`config.mk`:
```
export PLATFORM = sky130hd
export DESIGN_NAME = adc3664_spi_master
export DESIGN_NICKNAME = d
export VERILOG_FILES = /design/src/rtl/adc3664_spi_master.sv
export SDC_FILE = /design/constraint.sdc
export NUM_CORES = 1
export LEC_CHECK = 0
export CORE_AREA = 5 5 64 81
export CTS_CLUSTER_DIAMETER = 50
export DETAILED_ROUTE_END_ITERATION = 12
export DIE_AREA = 0 0 69 86
export PLACE_DENSITY_LB_ADDON = 0.08
export SLEW_MARGIN = 20
export SYNTH_ARGS = -nofsm -noshare
export SYNTH_HDL_FRONTEND = slang
export SYNTH_SLANG_ARGS = --single-unit
```
`constraint.sdc`:
```
create_clock -name CLK -period 5.86 [get_ports CLK]
set_input_delay 1.172 -clock CLK [delete_from_list [all_inputs] [get_ports CLK]]
set_output_delay 1.172 -clock CLK [all_outputs]
set_load 0.1 [all_outputs]
```
`src/rtl/adc3664_spi_master.sv`:
```
// adc3664_spi_master: command sequencer and SPI master for the ADC3664 configuration port.
// Read frames are built only when ADC_SPI_READ_EN is defined; otherwise read commands are rejected with err.
module adc3664_spi_master #(
  parameter int CLK_DIV   = 4,
  parameter int LEAD_CYC  = 2,
  parameter int TRAIL_CYC = 2,
  parameter int GAP_CYC   = 4
) (
  input  logic        CLK,
  input  logic        Reset_n,
  input  logic        cmd_valid,
  output logic        cmd_ready,
  input  logic        cmd_rw,
  input  logic [11:0] cmd_addr,
  input  logic [7:0]  cmd_wdata,
  output logic [7:0]  rd_data,
  output logic        done,
  output logic        busy,
  output logic        err,
  output logic        SCLK,
  output logic        SEN,
  output logic        SDIO_out,
  output logic        SDIO_oe,
  input  logic        SDIO_in
);

  localparam int MAX_A   = (CLK_DIV > LEAD_CYC) ? CLK_DIV : LEAD_CYC;
  localparam int MAX_B   = (TRAIL_CYC > GAP_CYC) ? TRAIL_CYC : GAP_CYC;
  localparam int CNT_MAX = (MAX_A > MAX_B) ? MAX_A : MAX_B;
  localparam int CW      = (CNT_MAX > 1) ? $clog2(CNT_MAX) : 1;

  localparam logic [CW-1:0] DIV_LD   = CW'(CLK_DIV - 1);
  localparam logic [CW-1:0] LEAD_LD  = CW'(LEAD_CYC - 1);
  localparam logic [CW-1:0] TRAIL_LD = CW'(TRAIL_CYC - 1);
  localparam logic [CW-1:0] GAP_LD   = CW'(GAP_CYC - 1);

  typedef enum logic [2:0] {
    S_IDLE,
    S_LEAD,
    S_SHIFT,
    S_TRAIL,
    S_GAP
  } state_t;

  state_t        state;
  logic [CW-1:0] cyc_cnt;
  logic [4:0]    bit_idx;
  logic          phase_hi;
  logic          rw_q;
  logic [23:0]   frame_q;
  logic [7:0]    rx_sr;

  logic [23:0]   cmd_frame;
  logic [4:0]    next_idx;
  logic          frame_ok;

  // Read frames carry zeros in the data field; the slave owns SDIO there.
  assign cmd_frame = {cmd_rw, 3'b000, cmd_addr, cmd_rw ? 8'h00 : cmd_wdata};
  assign next_idx  = bit_idx - 5'd1;

`ifdef ADC_SPI_READ_EN
  assign frame_ok = 1'b1;
`else
  assign frame_ok = ~cmd_rw;
`endif

  always_ff @(posedge CLK or negedge Reset_n) begin
    if (!Reset_n) begin
      state     <= S_IDLE;
      cyc_cnt   <= '0;
      bit_idx   <= '0;
      phase_hi  <= 1'b0;
      rw_q      <= 1'b0;
      frame_q   <= '0;
      rx_sr     <= '0;
      rd_data   <= '0;
      done      <= 1'b0;
      busy      <= 1'b0;
      err       <= 1'b0;
      cmd_ready <= 1'b1;
      SCLK      <= 1'b0;
      SEN       <= 1'b1;
      SDIO_out  <= 1'b0;
      SDIO_oe   <= 1'b0;
    end else begin
      // NOTE: non-blocking everywhere here; pulse outputs default low and are raised for one cycle below.
      done <= 1'b0;
      err  <= 1'b0;
      case (state)
        S_IDLE: begin
          if (cmd_valid) begin
            if (frame_ok) begin
              state     <= S_LEAD;
              busy      <= 1'b1;
              cmd_ready <= 1'b0;
              SEN       <= 1'b0;
              SDIO_oe   <= 1'b1;
              SDIO_out  <= cmd_frame[23];
              frame_q   <= cmd_frame;
              rw_q      <= cmd_rw;
              cyc_cnt   <= LEAD_LD;
            end else begin
              err <= 1'b1;
            end
          end
        end

        S_LEAD: begin
          if (cyc_cnt != '0) begin
            cyc_cnt <= cyc_cnt - CW'(1);
          end else begin
            state    <= S_SHIFT;
            bit_idx  <= 5'd23;
            phase_hi <= 1'b0;
            cyc_cnt  <= DIV_LD;
          end
        end

        S_SHIFT: begin
          if (cyc_cnt != '0) begin
            cyc_cnt <= cyc_cnt - CW'(1);
          end else begin
            cyc_cnt <= DIV_LD;
            if (!phase_hi) begin
              phase_hi <= 1'b1;
              SCLK     <= 1'b1;
            end else begin
              // End of a high phase: sample read data, then open the next low phase.
              phase_hi <= 1'b0;
              SCLK     <= 1'b0;
              if (rw_q && bit_idx < 5'd8)
                rx_sr <= {rx_sr[6:0], SDIO_in};
              if (bit_idx == 5'd0) begin
                state    <= S_TRAIL;
                cyc_cnt  <= TRAIL_LD;
                SDIO_oe  <= 1'b0;
                SDIO_out <= 1'b0;
              end else begin
                bit_idx  <= next_idx;
                SDIO_out <= frame_q[next_idx];
                if (rw_q && next_idx == 5'd7)
                  SDIO_oe <= 1'b0;
              end
            end
          end
        end

        S_TRAIL: begin
          if (cyc_cnt != '0) begin
            cyc_cnt <= cyc_cnt - CW'(1);
          end else begin
            state   <= S_GAP;
            SEN     <= 1'b1;
            done    <= 1'b1;
            cyc_cnt <= GAP_LD;
            if (rw_q)
              rd_data <= rx_sr;
          end
        end

        S_GAP: begin
          if (cyc_cnt != '0) begin
            cyc_cnt <= cyc_cnt - CW'(1);
          end else begin
            state     <= S_IDLE;
            busy      <= 1'b0;
            cmd_ready <= 1'b1;
          end
        end

        default: state <= S_IDLE;
      endcase
    end
  end

endmodule

```
# After elaboration in Yosys (flattened, before gate mapping)
# Cells that the tools add are included.
classes:
  addsub: 2
  multipliers: 0
  div_mod_pow: 0
  n_lt_le_gt_ge: 1
  n_eq_ne: 14
  shifts: 0
  n_mux: 49
  bitwise: 2
  reduce_logical: 19
op_table:
  columns: ["operator", "n"]
  rows:
  - ["3-bit 2-to-1 mux", 8]
  - ["1-bit 2-to-1 mux", 20]
  - ["5-bit 2-to-1 mux", 4]
  - ["2-bit inequality test (second input constant)", 10]
  - ["3-bit one-hot mux with 5 select lines", 1]
  - ["2-bit 2-to-1 mux", 7]
  - ["1-bit one-hot mux with 2 select lines", 6]
  - ["4-bit AND reduction", 3]
  - ["5-bit one-hot mux with 2 select lines", 1]
  - ["5-bit AND reduction", 2]
  - ["2-bit nonzero test", 5]
  - ["2-bit one-hot mux with 4 select lines", 1]
  - ["8-bit AND reduction", 1]
  - ["3-bit by 2-bit == test with 1-bit output (second input constant)", 2]
  - ["5-bit by 6-bit less-than comparator with 1-bit output (second input constant)", 1]
  - ["3-bit AND reduction", 2]
  - ["6-bit AND reduction", 1]
  - ["1-bit binary-select mux with 5-bit select", 1]
  - ["5-bit zero test", 1]
  - ["5-bit by 1-bit subtractor with 5-bit output (second input constant)", 1]
  - ["4-bit nonzero test", 1]
  - ["3-bit by 1-bit == test with 1-bit output (second input constant)", 1]
  - ["3-bit == test (second input constant)", 1]
  - ["3-bit zero test", 1]
  - ["4 further kinds", 5]
totals:
  reg_bits: 39
  latch_bits: 0
  ramBits: 0
  romBits: 0
  in_bits: 25
  output_inout_bits: 16
  wordCells: 100
  memories: 0

# Longest topological paths before layout
# Gate-level depths: netlist (run 1).
logic_depth:
  ltp_word: 7
  depth_mapped: 8

# Worst setup path before layout (run 1)
# No wires, ideal clock.
synth_path:
  path_kind: "input-to-reg"
  startpoint: "input cmd_rw"
  endpoint: "register SDIO_out"
  arrival_time_ps: 2164
  path_slack_ps: 3567
  stages: 5
  cell_sequence: "or3b_2 > a21o_1 > o21a_1 > nor3_1 > a31oi_1"
synth_via:
  elab_chain_cells: 2
synth_lines:
  columns: ["item", "line_no", "rtl"]
  rows:
  - ["start, declared", "13", "input logic cmd_rw,"]
  - ["2-bit inequality test (no line)", null, null]
  - ["5-bit AND reduction (no line)", null, null]
  - ["end signal, assigned", "98", "SDIO_out <= cmd_frame[23];"]
  - ["end signal, assigned", "140", "SDIO_out <= frame_q[next_idx];"]
  - ["end, declared", "22", "output logic SDIO_out,"]
# No other way between the ends.
# A chain may end at the register's enable or synchronous reset.

# Worst setup path after layout (run 1)
layout_path:
  startpoint: "register SEN"
  endpoint: "output SEN"
layout_lines:
  columns: ["item", "line_no", "rtl"]
  rows:
  - ["start, declared", "21", "output logic SEN,"]
  - ["start signal, assigned", "82", "SEN <= 1'b1;"]
  - ["start signal, assigned", "96", "SEN <= 1'b0;"]
  - ["start signal, assigned", "153", "SEN <= 1'b1;"]
# No word-level cell between the ends.

==> results of run 1 <==
[final cells by class]
cell class,count,area share
Sequential cell,39,0.395
Tap cell,58,0.0293
Multi-Input combinational cell,157,0.390
Clock buffer,8,0.0404
Inverter,13,0.0197
Timing Repair Buffer,32,0.126
[metal layers]
metal  share of wire  global-route usage  vias to the layer above  routed length [um]
met1            0.43               0.162                      773                1730
met2            0.51               0.259                       31                2060
li1                -                   -                      787                   -
met3           0.043              0.0434                        8                 174
met4           0.015              0.0480                        0                  60
met5               0                   0                        -                   0
[cell families (layout without fill, tap and decap cells)]
group	Yosys count	count (layout)
AO/OA/AOI/OAI	35	35
XOR/XNOR	4	4
adder cells (fa/ha/maj)	2	2
buffers and inverters	30	53
flip-flops	39	39
multiplexers	9	9
other	1	8
AND/OR/NAND/NOR	99	99
[cell usage after synthesis, types with 2 or more instances]
cell / number / share of area
sky130_fd_sc_hd__a31oi_1: 3 / 0.0090
sky130_fd_sc_hd__nand2_1: 59 / 0.11
sky130_fd_sc_hd__clkbuf_1: 4 / 0.0072
sky130_fd_sc_hd__a21o_1: 2 / 0.0072
sky130_fd_sc_hd__dfrtp_1: 37 / 0.45
sky130_fd_sc_hd__buf_2: 4 / 0.0097
sky130_fd_sc_hd__o21ai_0: 9 / 0.022
sky130_fd_sc_hd__and3b_1: 2 / 0.0084
sky130_fd_sc_hd__nor2_1: 14 / 0.025
sky130_fd_sc_hd__inv_1: 12 / 0.022
sky130_fd_sc_hd__nor3b_1: 3 / 0.011
sky130_fd_sc_hd__nor3_1: 3 / 0.0072
sky130_fd_sc_hd__xnor2_1: 3 / 0.013
sky130_fd_sc_hd__mux2_2: 4 / 0.022
sky130_fd_sc_hd__a31o_2: 2 / 0.0084
sky130_fd_sc_hd__nand3_1: 3 / 0.0072
sky130_fd_sc_hd__a21oi_1: 9 / 0.022
sky130_fd_sc_hd__ha_1: 2 / 0.012
sky130_fd_sc_hd__buf_4: 8 / 0.029
sky130_fd_sc_hd__mux4_1: 4 / 0.051
sky130_fd_sc_hd__dfstp_2: 2 / 0.025
[through the flow]
| stage | power (mW) | cell area [sq um] | cells | utilization |
|---|---|---|---|---|
| final | 1.30 | 2480 | 307 | 0.573 |
| after global routing | 1.40 | 2480 | 307 | 0.573 |
| after CTS | 1.31 | 2480 | 307 | 0.573 |
| after detailed placement | 1.11 | 2380 | 299 | 0.550 |
| after global placement | 1.11 | 2380 | 299 | 0.550 |
| after floorplan | 0.981 | 2100 | 226 | - |
[report_power, final]
group / switching [mW] / internal [mW]
Sequential: 0.102 / 0.386
Clock: 0.0877 / 0.107
Combinational: 0.365 / 0.250
[worst paths after layout]
check                           start          end  cells after the start
max                               SEN          SEN                      1
min                         cmd_ready    cmd_ready                      2
max reg2reg                bit_idx[0]   cyc_cnt[1]                      7
min reg2reg                 cmd_ready    cmd_ready                      2
max in group asynchronous     Reset_n  frame_q[13]                      1
min in group asynchronous     Reset_n   cyc_cnt[0]                      1
[state kept, by name (all words and copies together) (netlist names)]
signal / cells
phase_hi: 1
SDIO_out: 1
state: 3
SEN: 1
frame_q: 20
SCLK: 1
SDIO_oe: 1
busy: 1
done: 1
bit_idx: 5
cyc_cnt: 2
err: 1
cmd_ready: 1
[cell usage in the layout (no fill, tap or decap), types with 2 or more instances in the layout]
cell type	instances
sky130_fd_sc_hd__a31oi_1	3
sky130_fd_sc_hd__a21oi_1	9
sky130_fd_sc_hd__nor2_1	14
sky130_fd_sc_hd__a21o_1	2
sky130_fd_sc_hd__and3b_1	2
sky130_fd_sc_hd__nor3_1	3
sky130_fd_sc_hd__xnor2_1	3
sky130_fd_sc_hd__conb_1	8
sky130_fd_sc_hd__inv_1	12
sky130_fd_sc_hd__dfstp_2	2
sky130_fd_sc_hd__a31o_2	2
sky130_fd_sc_hd__nand2_1	59
sky130_fd_sc_hd__mux2_2	4
sky130_fd_sc_hd__nand3_1	3
sky130_fd_sc_hd__nor3b_1	3
sky130_fd_sc_hd__mux4_1	4
sky130_fd_sc_hd__clkdlybuf4s50_1	30
sky130_fd_sc_hd__dfrtp_1	37
sky130_fd_sc_hd__clkbuf_8	7
sky130_fd_sc_hd__o21ai_0	9
sky130_fd_sc_hd__ha_1	2
==> out/summary.log, run 1 <==
[outcome] result of the run finished clean
[route] drt via density 5.21
[placement] setup slack at placement 2.99 ns
[grt] wire length of the first global-routing pass 6.90 mm
[placement] IO Port Bufs 31
[floorplanning] overall die width 69 um
[power_and_ir_drop] power per cell area 523 nW/um^2
[synthesis] count of mapped cells out of synthesis 219
[clock_network] Post-CTS Setup Bufs 0
[synthesis] basic-gate share of the synthesized area counting and, or, nand and nor cells 0.232
[synthesis] Post-Synth Adder-Cell Area 0.0121
[cells_and_area] area of the multi-input gates 967 sq um
[timing] maximum clock frequency 321 MHz
[route] final wirelength 4.02 mm
[worst_setup_path] largest stage delay on the critical path 1.13 ns
[clock_network] H-tree depth 2
[synthesis] Warnings, synthesis 0
[clock_network] clock network latency to the later pin of the worst-skew pair 0.28 ns
[route] final routed DRC violation total 0
[worst_setup_path] CP Cell Sequence clkdlybuf4s50_1
[worst_setup_path] crit path DAT 1.95 ns
[worst_setup_path] critical path's top delay family buffers and inverters
[synthesis] number of unique standard cell types used by synthesis 51
[floorplanning] std cell rows 27
[route] vias after detailed routing 1599
[synthesis] combinational family with the most area after synthesis simple AND/OR/NAND/NOR gates
[worst_setup_path] top fanout value on the critical path 2
[grt] maximum number of pins on one net before global-route repair 40
[timing] measured slew at the worst slew-check pin 0.964 ns
[floorplanning] die extent in y 86 um
[power_and_ir_drop] worst vdd rail ir drop 0.199 mV
[timing] smallest setup slack after layout 2.74 ns
[grt] aggregate global-route resource usage 0.144
[timing] count of pins over their slew limit 0
[synthesis] part of the Yosys area used for sequential elements 0.472
[timing] ratio of final minimum period to clock period 0.532
[cells_and_area] area of all sequential standard cells 978 sq um
[synthesis] post-synthesis cell area 2070 sq um
[grt] via count of the first global-routing pass 1591
[floorplanning] starting utilization of the core area 0.480
[flow_run] max-cap violations 0
[synthesis] post-synthesis mux area share 0.0832
[worst_setup_path] Crit path buffers/inverters 1
[grt] Remaining Overflow, GRT 0
[worst_hold_path] HP Class reg -> reg
[worst_setup_path] crit path launch type flip-flop
[cells_and_area] layout-stage area growth over the synthesis result 19.5%
[floorplanning] total die area 5930 sq um
[synthesis] Avg Synthesized Cell Area 9.47 sq um
[floorplanning] I/O pin cnt 41
[placement] HPWL after detailed placement 2.93 mm
[clock_network] TritonCTS clock tree yes
[cells_and_area] share of post-route cells with drive strength above 1 0.112
[route] Final ANT Viol Nets 0
[floorplanning] CORE AREA 4320 sq um
[cells_and_area] Inserted Diodes 0
[synthesis] #FFs+latches synth 39
[synthesis] Synth Area in Compound Gates 0.108
[grt] number of antenna violations at the first check in global routing 0
[worst_setup_path] minimum setup slack among reg-to-reg paths 3.62 ns
[clock_network] Max Root-Sink Buffers 2
[timing] setup repair after global routing missed its margin false
[synthesis] most instantiated flip-flop cell in the synthesis netlist sky130_fd_sc_hd__dfrtp_1
[cells_and_area] filler cell count in the final layout 437
[synthesis] proportion of synthesized flip-flops having asynchronous set or reset 1.00
[route] final routed wire length divided by cell count 13.1 um
[route] number of optimization iterations in the first detailed-route pass 6
[synthesis] number of enable-type register cells in the synthesized netlist 0
[clock_network] quantity of hold-fixing buffers added after cts 0
[power_and_ir_drop] leakage power 1.15 nW
[timing] clock tree skew after final layout 0.00606 ns
[clock_network] clock-pin transition on the worst setup and hold timing paths 0.07 ns
[synthesis] post-synthesis share of cell area spent on xor and xnor gates 0.0169
[clock_network] clk sinks 39
[worst_setup_path] type of destination of the critical path output port
[timing] final-layout worst hold slack 0.463 ns
[worst_setup_path] Data required, critical path 4.69 ns
[timing] crit path time final 3.12 ns
[timing] sum of negative setup slack 0 ns
[route] DR iter-0 viols 52
[cells_and_area] number of nets at the end of the flow 275
[timing] Hold Fails Final Rpt 0
[timing] number of endpoints failing setup at the final stage 0
[placement] Routability Congestion 0.777
[clock_network] TritonCTS buffer count 5
[clock_network] master cell of the clock root buffer sky130_fd_sc_hd__clkbuf_8
[clock_network] number of instances resized during post-cts repair 0
[timing] Max transition margin 0.355
[worst_setup_path] Critical Path Slowest Stage Cell sky130_fd_sc_hd__clkdlybuf4s50_1
[worst_setup_path] path type of the worst setup path reg -> out
(Power assumes the default switching activity.)
==> run 2: changes to the inputs <==
CORE_AREA = 5 5 67 84   (was 5 5 64 81)
DIE_AREA = 0 0 72 89   (was 0 0 69 86)
clock period = 2.8 ns   (was 5.86 ns; I/O delays follow)
==> out/summary.log, run 2 (same netlist as run 1, synthesis figures left out) <==
[outcome] result of the run finished clean
[grt] aggregate global-route resource usage 0.144
[clock_network] Post-CTS Setup Bufs 0
[worst_setup_path] crit path launch type flip-flop
[floorplanning] I/O pin cnt 41
[clock_network] number of instances resized during post-cts repair 0
[floorplanning] starting utilization of the core area 0.442
[worst_setup_path] top fanout value on the critical path 9
[placement] Routability Congestion 0.796
[clock_network] clk sinks 39
[cells_and_area] largest register by flop count frame_q
[timing] sum of negative setup slack 0 ns
[timing] maximum clock frequency 442 MHz
[floorplanning] std cell rows 28
[timing] measured slew at the worst slew-check pin 0.858 ns
[grt] via count of the first global-routing pass 1568
[clock_network] TritonCTS buffer count 5
[cells_and_area] top library cells by usage in the layout, fill and taps aside 59 x sky130_fd_sc_hd__nand2_1, 37 x sky130_fd_sc_hd__dfrtp_1, 22 x sky130_fd_sc_hd__clkdlybuf4s50_1
[route] final routed wire length divided by cell count 13.7 um
[route] Final ANT Viol Nets 0
[timing] Max transition margin 0.428
[flow_run] max-cap violations 0
[route] drt via density 5.10
[power_and_ir_drop] cell internal pwr 1.50 mW
[worst_setup_path] end of the worst register-to-register path cyc_cnt[1]
[floorplanning] CORE AREA 4690 sq um
[clock_network] quantity of hold-fixing buffers added after cts 0
[timing] ratio of final minimum period to clock period 0.809
[timing] count of pins over their slew limit 0
[cells_and_area] Inserted Diodes 0
[route] vias after detailed routing 1582
[route] DR iter-0 viols 105
[timing] Hold Fails Final Rpt 0
[clock_network] clock network latency to the later pin of the worst-skew pair 0.29 ns
[grt] Remaining Overflow, GRT 0
[worst_setup_path] crit path DAT 2.41 ns
[timing] crit path time final 2.26 ns
[clock_network] Max Root-Sink Buffers 2
[cells_and_area] filler cell count in the final layout 460
[placement] HPWL after detailed placement 3.11 mm
[worst_setup_path] worst reg-to-reg path cell count 7
[grt] number of antenna violations at the first check in global routing 0
[worst_setup_path] path type of the worst setup path reg -> reg
[cells_and_area] area of all sequential standard cells 978 sq um
[worst_setup_path] minimum setup slack among reg-to-reg paths 0.54 ns
[cells_and_area] area of the multi-input gates 967 sq um
[clock_network] clock-pin transition on the worst setup and hold timing paths 0.07 ns
[power_and_ir_drop] power per cell area 1090 nW/um^2
[power_and_ir_drop] combinational group share of total power 0.481
[worst_hold_path] HP Class in -> async
[cells_and_area] max FFs per register 20
[clock_network] master cell of the clock root buffer sky130_fd_sc_hd__clkbuf_8
[clock_network] H-tree depth 2
[placement] IO Port Bufs 31
[grt] maximum number of pins on one net before global-route repair 40
[floorplanning] die extent in y 89 um
[worst_setup_path] type of destination of the critical path flip-flop
[cells_and_area] final instance count without filler cells 310
[floorplanning] total die area 6410 sq um
[grt] wire length of the first global-routing pass 7.20 mm
[timing] number of endpoints failing setup at the final stage 0
[cells_and_area] share of post-route cells with drive strength above 1 0.144
[route] final routed DRC violation total 0
[cells_and_area] number of nets at the end of the flow 276
[timing] clock tree skew after final layout 0.00625 ns
[worst_setup_path] Reg2Reg Launch Point bit_idx[0]
[timing] setup repair after global routing missed its margin false
[cells_and_area] layout-stage area growth over the synthesis result 18.2%
[power_and_ir_drop] switching portion of total power 0.440
[cells_and_area] biggest regs frame_q: 20 flops, bit_idx: 5 flops, state: 3 flops
[placement] number of placed instances, taps included 302
[clock_network] TritonCTS clock tree yes
[power_and_ir_drop] leakage power 1.15 nW
[cells_and_area] most frequent standard cell in the layout excluding fill and tap cells sky130_fd_sc_hd__nand2_1
[power_and_ir_drop] worst vdd rail ir drop 0.368 mV
[power_and_ir_drop] portion of total power attributed to sequential cells 0.383
[power_and_ir_drop] power share of the clock group 0.136
[route] final wirelength 4.23 mm
[floorplanning] overall die width 72 um
[power_and_ir_drop] sw power 1.18 mW
[route] number of optimization iterations in the first detailed-route pass 4
[worst_setup_path] Data required, critical path 2.95 ns
## run 2: cell type report
| type | count | share of cell area |
|---|---|---|
| clock inverter | 1 | 0.00204 |
| tap | 60 | 0.0306 |
| multi-input combinational | 157 | 0.395 |
| clock buffer | 7 | 0.0311 |
| sequential | 39 | 0.399 |
| timing repair buffer | 33 | 0.123 |
| inverter | 13 | 0.0199 |
## run 2: critical path, stage by stage (launching register included)
cell,delay [ns]
sky130_fd_sc_hd__dfrtp_1,0.52
sky130_fd_sc_hd__inv_1,0.16
sky130_fd_sc_hd__ha_1,0.30
sky130_fd_sc_hd__nor3b_1,0.52
sky130_fd_sc_hd__a311o_1,0.25
sky130_fd_sc_hd__o21ai_0,0.08
sky130_fd_sc_hd__a21oi_1,0.17
sky130_fd_sc_hd__o221ai_1,0.13
## run 2: power by group through the flow
stage                     Clock (mW)  Combinational, mW  Sequential, mW
after floorplan                    0              0.879            1.18
after global placement             0               1.28            1.03
after detailed placement           0               1.30            1.04
after CTS                      0.376               1.30            1.03
after global routing           0.404               1.42            1.06
final                          0.365               1.29            1.02
## run 2: how the worst max path moves through the flow
stage,start,to,slack (ns),cells past startpoint
floorplan,bit_idx[0],SDIO_out,0.88,8
global placement,cmd_valid,SEN,0.43,5
detailed placement,cmd_valid,frame_q[17],0.44,6
CTS,bit_idx[0],cyc_cnt[1],0.50,7
global route,bit_idx[0],cyc_cnt[1],0.32,7
finish,bit_idx[0],cyc_cnt[1],0.54,7
## run 2: layer usage
layer,track usage,share of wire,vias up
li1,-,-,785
met5,0,0,-
met1,0.168,0.44,760
met4,0.0462,0.014,0
met2,0.262,0.51,32
met3,0.0337,0.042,5
## run 2: stage by stage
stage	cell area, sq um	util	hold slack [ns]	worst slack [ns]	power, mW
floorplan	2100	-	0.264	0.884	2.05
global placement	2370	0.505	0.450	0.429	2.31
detailed placement	2370	0.505	0.456	0.437	2.34
CTS	2450	0.522	0.420	0.500	2.71
global route	2450	0.522	0.463	0.321	2.88
finish	2450	0.522	0.378	0.536	2.68
